File: config.mk
export PLATFORM = sky130hd
export DESIGN_NAME = seg_disp_arbiter
export DESIGN_NICKNAME = d
export VERILOG_FILES = /design/src/rtl/seg_disp_arbiter.sv
export SDC_FILE = /design/constraint.sdc
export NUM_CORES = 1
export LEC_CHECK = 0
export CORE_UTILIZATION = 40
export CTS_CLUSTER_SIZE = 20
export DETAILED_ROUTE_END_ITERATION = 8
export GPL_TIMING_DRIVEN = 0
export PLACE_DENSITY = 0.77
export SYNTH_ARGS = -nofsm -noshare
export SYNTH_HDL_FRONTEND = slang
export SYNTH_SLANG_ARGS = --single-unit
File: constraint.sdc
create_clock -name sys_clk -period 2.9 [get_ports sys_clk]
set_input_delay 0.435 -clock sys_clk [delete_from_list [all_inputs] [get_ports sys_clk]]
set_output_delay 0.435 -clock sys_clk [all_outputs]
set_load 0.01 [all_outputs]
File: src/rtl/seg_disp_arbiter.sv
// rtl/seg_disp_arbiter.sv - seven-segment display source arbiter with switch blanking and saturation
// Optional feature: define SEG_AUTO_SCAN_EN for timed auto-advance between sources.
module seg_disp_arbiter #(
   parameter int NUM_SRC     = 3,
   parameter int TICK_CYC    = 5_000_000,
   parameter int BLANK_TICKS = 2,
   parameter int MAX_DISP    = 999_999,
   parameter int SCAN_TICKS  = 30
) (
   input  logic                   sys_clk,
   input  logic                   sys_rst_n,
   input  logic                   key_next,
   input  logic [NUM_SRC-1:0]     src_vld,
   input  logic [32*NUM_SRC-1:0]  src_data,
   input  logic [6*NUM_SRC-1:0]   src_point,
   input  logic [NUM_SRC-1:0]     src_sign,
   output logic [31:0]            data,
   output logic [5:0]             point,
   output logic                   en,
   output logic                   sign,
   output logic [2:0]             sel,
   output logic                   ovf
);

   localparam int TW = (TICK_CYC > 1) ? $clog2(TICK_CYC) : 1;
   localparam int BW = $clog2(BLANK_TICKS + 1);

   typedef enum logic [1:0] {S_INIT, S_SHOW, S_BLANK, S_NONE} state_t;

   state_t        state;
   logic [TW-1:0] cnt;
   logic [BW-1:0] blank_cnt;
   logic          tick;
   logic          any_vld;
   logic          cur_vld;
   logic [31:0]   cur_data;
   logic [5:0]    cur_point;
   logic          cur_sign;
   logic [2:0]    next_idx;
   logic [2:0]    low_idx;
   logic          scan_adv;
   logic          adv;
   logic          latch;
   int            j;

   assign tick = (cnt == TW'(TICK_CYC - 1));

   always_ff @(posedge sys_clk or negedge sys_rst_n) begin
      if (!sys_rst_n)
         cnt <= '0;
      else if (tick)
         cnt <= '0;
      else
         cnt <= cnt + TW'(1);
   end

   assign any_vld   = |src_vld;
   assign cur_vld   = 1'(src_vld >> sel);
   assign cur_sign  = 1'(src_sign >> sel);
   assign cur_data  = 32'(src_data >> (32 * int'(sel)));
   assign cur_point = 6'(src_point >> (6 * int'(sel)));

   // Reverse-order scans: the last hit written wins, so the nearest candidate is kept.
   always_comb begin
      next_idx = sel;
      low_idx  = '0;
      j        = 0;
      for (int k = NUM_SRC; k >= 1; k--) begin
         j = int'(sel) + k;
         if (j >= NUM_SRC)
            j = j - NUM_SRC;
         if (1'(src_vld >> j))
            next_idx = 3'(j);
      end
      for (int i = NUM_SRC - 1; i >= 0; i--) begin
         if (1'(src_vld >> i))
            low_idx = 3'(i);
      end
   end

`ifdef SEG_AUTO_SCAN_EN
   localparam int DW = $clog2(SCAN_TICKS + 1);
   logic [DW-1:0] dwell;

   assign scan_adv = (state == S_SHOW) && tick && (dwell == DW'(SCAN_TICKS - 1));

   always_ff @(posedge sys_clk or negedge sys_rst_n) begin
      if (!sys_rst_n)
         dwell <= '0;
      else if (state != S_SHOW || adv)
         dwell <= '0;
      else if (tick)
         dwell <= dwell + DW'(1);
   end
`else
   assign scan_adv = 1'b0;
`endif

   assign adv   = key_next || !cur_vld || scan_adv;
   assign latch = tick && any_vld && !adv &&
                  ((state == S_SHOW) || (state == S_BLANK && blank_cnt == BW'(1)));

   always_ff @(posedge sys_clk or negedge sys_rst_n) begin
      if (!sys_rst_n) begin
         data  <= '0;
         point <= '0;
         sign  <= 1'b0;
         ovf   <= 1'b0;
      end else if (latch) begin
         data  <= (cur_data > 32'(MAX_DISP)) ? 32'(MAX_DISP) : cur_data;
         ovf   <= (cur_data > 32'(MAX_DISP));
         point <= cur_point;
         sign  <= cur_sign;
      end
   end

   always_ff @(posedge sys_clk or negedge sys_rst_n) begin
      if (!sys_rst_n) begin
         state     <= S_INIT;
         sel       <= '0;
         en        <= 1'b0;
         blank_cnt <= '0;
      end else begin
         case (state)
            S_INIT: begin
               en <= 1'b0;
               if (tick) begin
                  if (any_vld) begin
                     sel       <= low_idx;
                     blank_cnt <= BW'(BLANK_TICKS);
                     state     <= S_BLANK;
                  end else begin
                     state <= S_NONE;
                  end
               end
            end
            S_SHOW: begin
               if (!any_vld) begin
                  en    <= 1'b0;
                  state <= S_NONE;
               end else if (adv) begin
                  sel       <= next_idx;
                  en        <= 1'b0;
                  blank_cnt <= BW'(BLANK_TICKS);
                  state     <= S_BLANK;
               end
            end
            S_BLANK: begin
               if (!any_vld) begin
                  state <= S_NONE;
               end else if (adv) begin
                  sel       <= next_idx;
                  blank_cnt <= BW'(BLANK_TICKS);
               end else if (tick) begin
                  blank_cnt <= blank_cnt - BW'(1);
                  if (blank_cnt == BW'(1)) begin
                     en    <= 1'b1;
                     state <= S_SHOW;
                  end
               end
            end
            default: begin
               en <= 1'b0;
               if (any_vld) begin
                  sel       <= low_idx;
                  blank_cnt <= BW'(BLANK_TICKS);
                  state     <= S_BLANK;
               end
            end
         endcase
      end
   end

endmodule
# Word level (Yosys, flattened, before mapping)
# Index checks and enable logic that the tools add are counted.
[op_classes]
add_sub_neg = 8
n_mul = 1
order_cmp = 4
eq_ne = 19
shift = 7
muxes = 40
reduce_logical = 16
[ops]
columns = ["op", "count"]
rows = [
  ["32-bit 2-to-1 mux", 4],
  ["3-bit by 32-bit >> shifter with 1-bit output", 3],
  ["96-bit by 8-bit >> shifter with 32-bit output", 1],
  ["32-bit by 20-bit greater-than comparator with 1-bit output, second input constant", 1],
  ["2-bit 2-to-1 mux", 15],
  ["3-bit 2-to-1 mux", 9],
  ["23-bit by 1-bit adder with 23-bit output, second input constant", 1],
  ["23-bit equality test, second input constant", 1],
  ["23-bit 2-to-1 mux", 1],
  ["18-bit by 6-bit >> shifter with 6-bit output", 1],
  ["4-bit by 2-bit subtractor with 5-bit output, second input constant", 3],
  ["4-bit by 2-bit >= comparator with 1-bit output, second input constant", 3],
  ["2-bit != test, second input constant", 6],
  ["3-bit != test, second input constant", 4],
  ["2-bit case mux with 3 select lines", 2],
  ["5-bit AND reduction", 2],
  ["3-bit by 2-bit adder with 4-bit output, second input constant", 2],
  ["1-bit 2-to-1 mux", 7],
  ["2-bit by 1-bit != test with 1-bit output, second input constant", 3],
  ["3-bit case mux with 2 select lines", 1],
  ["6-bit AND reduction", 1],
  ["3-bit by 3-bit >> shifter with 1-bit output", 2],
  ["2-bit by 3-bit multiplier with 5-bit output, first input constant", 1],
  ["3-bit by 1-bit adder with 4-bit output, second input constant", 1],
  ["other kinds (14)", 20],
]
[totals]
regBits = 71

# Depth between registers and ports, before layout
# Gate-level depths: netlist (run 1).
[depth]
depth_word = 10
ltp_mapped = 11

# Worst setup path after synthesis (run 1)
# OpenSTA, ideal clock, no wires.
[synth_timing]
path_kind = "register -> register"
start = "reg sel[1]"
end = "reg sel[0]"
setup_ns = 0.125
arrival_time_ns = 2.795
setup_slack_ns = -0.019
path_stages_with_launch = 11
n_path_buf = 1
path_cell_list = "dfrtp_1 -> clkbuf_1 -> inv_1 -> ha_1 -> nand2b_1 -> maj3_1 -> o31ai_1 -> and3b_1 -> nor3b_1 -> a21oi_1 -> mux2_2"
[synth_via]
elab_chain_cells = 9
elab_cells_between_ends = 27
classes_between = "add/sub (6); order compare (3); eq/ne (2); shift (4); mux (9); reduce/logical (3)"
[synth_lines]
columns = ["item", "line", "text"]
rows = [
  ["from (decl)", "21", "output logic [2:0] sel,"],
  ["from (signal assigned)", "129", "sel <= low_idx;"],
  ["from (signal assigned)", "142", "sel <= next_idx;"],
  ["from (signal assigned)", "152", "sel <= next_idx;"],
  ["3-bit by 2-bit adder with 4-bit output", "69", "j = int'(sel) + k;"],
  ["4-bit by 2-bit subtractor with 5-bit output / 4-bit by 2-bit >= comparator with 1-bit output (equally long branches)", "71, 70", ""],
  ["32-bit 2-to-1 mux", "70", "if (j >= NUM_SRC)"],
  ["3-bit by 32-bit >> shifter with 1-bit output / 3-bit 2-to-1 mux (equally long branches)", "72", "if (1'(src_vld >> j))"],
  ["3-bit 2-to-1 mux (2 in a row)", "72", ""],
  ["3-bit 2-to-1 mux", "141, 151", ""],
  ["3-bit 2-to-1 mux", "149", "if (!any_vld) begin"],
  ["3-bit case mux with 2 select lines", "124", "case (state)"],
]
# Parallel ways exist; a longest one is shown, timed or not. The select of a mux whose other input is x is not followed.
# A chain may end at the register's enable or synchronous reset.

# Final worst setup path (run 1)
[layout_timing]
start = "reg cnt[7]"
end = "reg data[3]"
[layout_via]
elab_chain_cells = 4
[layout_lines]
columns = ["item", "line", "text"]
rows = [
  ["from (decl)", "31", "logic [TW-1:0] cnt;"],
  ["from (signal assigned)", "54", "cnt <= cnt + TW'(1);"],
  ["23-bit equality test", "46", "assign tick = (cnt == TW'(TICK_CYC - 1));"],
  ["1-bit logical AND (3 in a row)", "100", "assign latch = tick && any_vld && !adv &&"],
  ["to (signal assigned)", "110", "data <= (cur_data > 32'(MAX_DISP)) ? 32'(MAX_DISP) : cur_data;"],
  ["to (decl)", "17", "output logic [31:0] data,"],
]
# Every way passes these cells.

==> results of run 1 <==
-- worst max path at each step --
stage | startpoint | end | slack, ps | cells after the start
4_1_cts | sel[0] | data[3] | 3 | 10
5_1_grt | cnt[7] | data[3] | -20 | 8
3_3_place_gp | sys_rst_n | state[0] | -930 | 1
6_report | cnt[7] | data[3] | 110 | 8
2_1_floorplan | sel[2] | sel[0] | 60 | 11
3_5_place_dp | src_vld[0] | data[2] | -520 | 10
-- sequential cells by signal (all words and copies together) (netlist names) --
signal	count
cnt	23
data	32
en	1
sel	3
sign	1
point	6
state	2
blank_cnt	2
ovf	1
-- per-stage QoR --
stage                     setup WS [ps]  area [um^2]
after floorplan                   61.06         4275
after global placement           -929.3         6097
after detailed placement         -523.3         6095
after CTS                         2.745         6424
after global routing             -24.21         6609
final                             114.3         6609
-- timing repair --
| action | 4_1_cts | 5_1_grt |
|---|---|---|
| buffers inserted | 3 | 10 |
| gates resized for setup | 14 | 37 |
| pin swaps | 2 | 7 |
| endpoints found under the setup margin | 17 | 18 |
-- routing by layer --
layer / wire (um) / GRT usage (%) / up-vias
li1: - / - / 2057
met1: 5608 / 29.25 / 2071
met2: 6971 / 44.88 / 147
met3: 867 / 5.875 / 25
met4: 269 / 7.243 / 0
met5: 0 / 0 / -
-- cell families (layout without fill, tap and decap cells) --
group                      Yosys count  in the layout
and+or+nand+nor                    183            183
AOI/OAI and AO/OA                  110            110
muxes                               30             30
buffers and inverters               33            226
xor gates and xnor gates            25             25
adders and majority gates           15             15
DFF                                 71             71
-- critical path, delay by kind of cell (launching register included) --
| family | cells | cell delay, ps |
|---|---|---|
| compound gates | 1 | 190 |
| simple gates | 6 | 1860 |
| buf+inv | 1 | 180 |
| flops | 1 | 440 |
-- power groups by stage --
| stage | Sequential [uW] | Clock, uW | Combinational [uW] |
|---|---|---|---|
| 2_1_floorplan | 1090 | 0 | 1370 |
| 3_3_place_gp | 1090 | 0 | 1890 |
| 3_5_place_dp | 1100 | 0 | 1960 |
| 4_1_cts | 1080 | 1100 | 2020 |
| 5_1_grt | 1090 | 1130 | 2440 |
| 6_report | 1080 | 1090 | 2210 |
-- cell usage in the layout (no fill, tap or decap), types with 7 or more instances in the layout --
cell type	Yosys	routed
and2_1	14	14
a21oi_1	31	30
mux2i_1	25	25
ha_1	14	11
xor2_1	15	14
buf_4	0	14
nor3_1	12	12
nand3_1	12	11
nor2_1	64	64
o31ai_1	11	11
xnor2_1	10	10
clkdlybuf4s50_1	0	162
clkbuf_8	0	11
o21ai_0	10	8
o22a_1	10	10
clkbuf_1	18	12
nand2_1	40	40
dfrtp_1	71	65
o2bb2ai_1	7	7
-- cell type report --
cell class              instances  area [um^2]  area share [%]
well taps                     136        170.2           2.575
repair buffers                178         1752           26.51
clock buffers                  11        151.4           2.291
flip-flops and latches         71         1784           27.00
clock inverters                 5        127.6           1.931
inverters                       8        37.54          0.5680
plain buffers                  24        121.4           1.836
multi-input cells             363         2465           37.30
==> flow_summary.toml, run 1 <==
[global_routing]
grt_pass1_vias = 4408
grt_max_degree = 72
grt_pass1_wl_um = 21770
grt-ovfl-total = 0
track_usage_pct = 24.89
antenna_found_initial = 0

[layout]
final_cells = 796
drive_gt1_share_pct = 11.36
antenna_cells = 0
nets = 792
fillCellCount = 840
utilization_pct = 64.02
area_growth_pct = 54.63

[logic_synthesis]
synthAdderAreaFrac_pct = 4.333
yosysTopAreaCell = "dfrtp_1"
synthSimpleGateAreaFrac_pct = 21.17
synth_cells = 467
synth_compound_area_share_pct = 17.65
synth_cell_types = 58
synth_most_common_cell = "dfrtp_1"
synth_seq_cells = 71
synth-xor-area-share_pct = 5.123
synth_common_cells = "dfrtp_1, nor2_1, nand2_1"
synth_top_area_share_pct = 41.57
synthFlopType = "dfrtp_1"
synth_area_leaders = "dfrtp_1, mux2i_1, nor2_1, ha_1, a21oi_1"
synth_top_family_by_area = "simple AND/OR/NAND/NOR gates"
syn_avg_cell_area_um2 = 9.152
synthArstFlopShare_pct = 100.0
synth_edf_count = 0
synth.area.mux_share_pct = 7.172
syn_nets = 604
ys_warn_count = 0
synth_area_um2 = 4274
ys_seq_area_share_pct = 41.57

[sta]
timing.hold.ws_ps = 187.1
hold_viol = 0
setup_tns_ps = 0
tightest_slew_ps = 894.7
period_minus_slack_ps = 2786
finalCritPeriodShare_pct = 96.06
slew_headroom_pct = 40.35
max_freq_mhz = 359.0
skew_ps = 9.586
finalSetupViolations = 0
finalMaxSlewViolations = 0

[route]
routed-via-count = 4300
drc = 0
wirelength_um = 13720
drtIter0Drc = 341
routedWlPerCell_um = 17.23
drtPass1Iterations = 4
viasPerCell = 5.402
final_antenna_net_count = 0

[worst_setup_path]
rr_worst_depth = 8
crit_arrival_ps = 3030
crit_chain = "nor4_2 -> nand4_1 -> nor3_4 -> nand3b_4 -> or4_4 -> clkbuf_4 -> or2_4 -> o22a_1"
reg2reg_slack_ps = 110
critical_path.max_stage_delay_ps = 550
timing.rr.end = "data[3]"
r2r-start = "cnt[7]"
path_max_fanout = 9
endpoint_kind = "flop"
startpoint_type = "flop"
slowest_stage = "or4_4"
crit_required_ps = 3140
critPathKind = "reg -> reg"

[clock_network]
cts_root_buf = "clkbuf_8"
cts_buffer_depth = 2
cts.hold.buffers_added = 0
insertion_delay_ps = 360
cts-buffers-inserted = 9
clk_pin_slew_worst_paths_ps = 80
cts_tree = "done"
clock_sinks = 71
h-tree-depth = 3

[place]
dp.cells = 768
dp_hpwl_um = 10120
place_congestion = 0.8870
io_buffers = 165

[pwr]
switching_share_pct = 38.02
p_leak_uw = 0.002830
clkPwrFrac_pct = 24.8
irDropWorstVdd_v = 0.0004261
p_sw_uw = 1666
power.internal_uw = 2716
total_power_uw = 4382
p_per_area_nw_per_um2 = 663.0
p_seq_share_pct = 24.7
power_frac_comb_pct = 50.5

[floorplan]
core-area_um2 = 10320
std_cell_rows = 37
start_util_pct = 41.40
ios = 167
die-area_um2 = 11100
die_x_um = 105.4
die_h_um = 105.4

[run_status]
status = "complete, no violations"

[flow_run]
drv_cap = 0

[min_path]
hp-class = "in -> async"
(Power assumes the default switching activity.)
==> run 2: changes to the inputs <==
Settings changed: HOLD_SLACK_MARGIN set to 0.12.
==> results of run 2 <==
The final DEF is identical to that of run 1; final timing and power are the same.
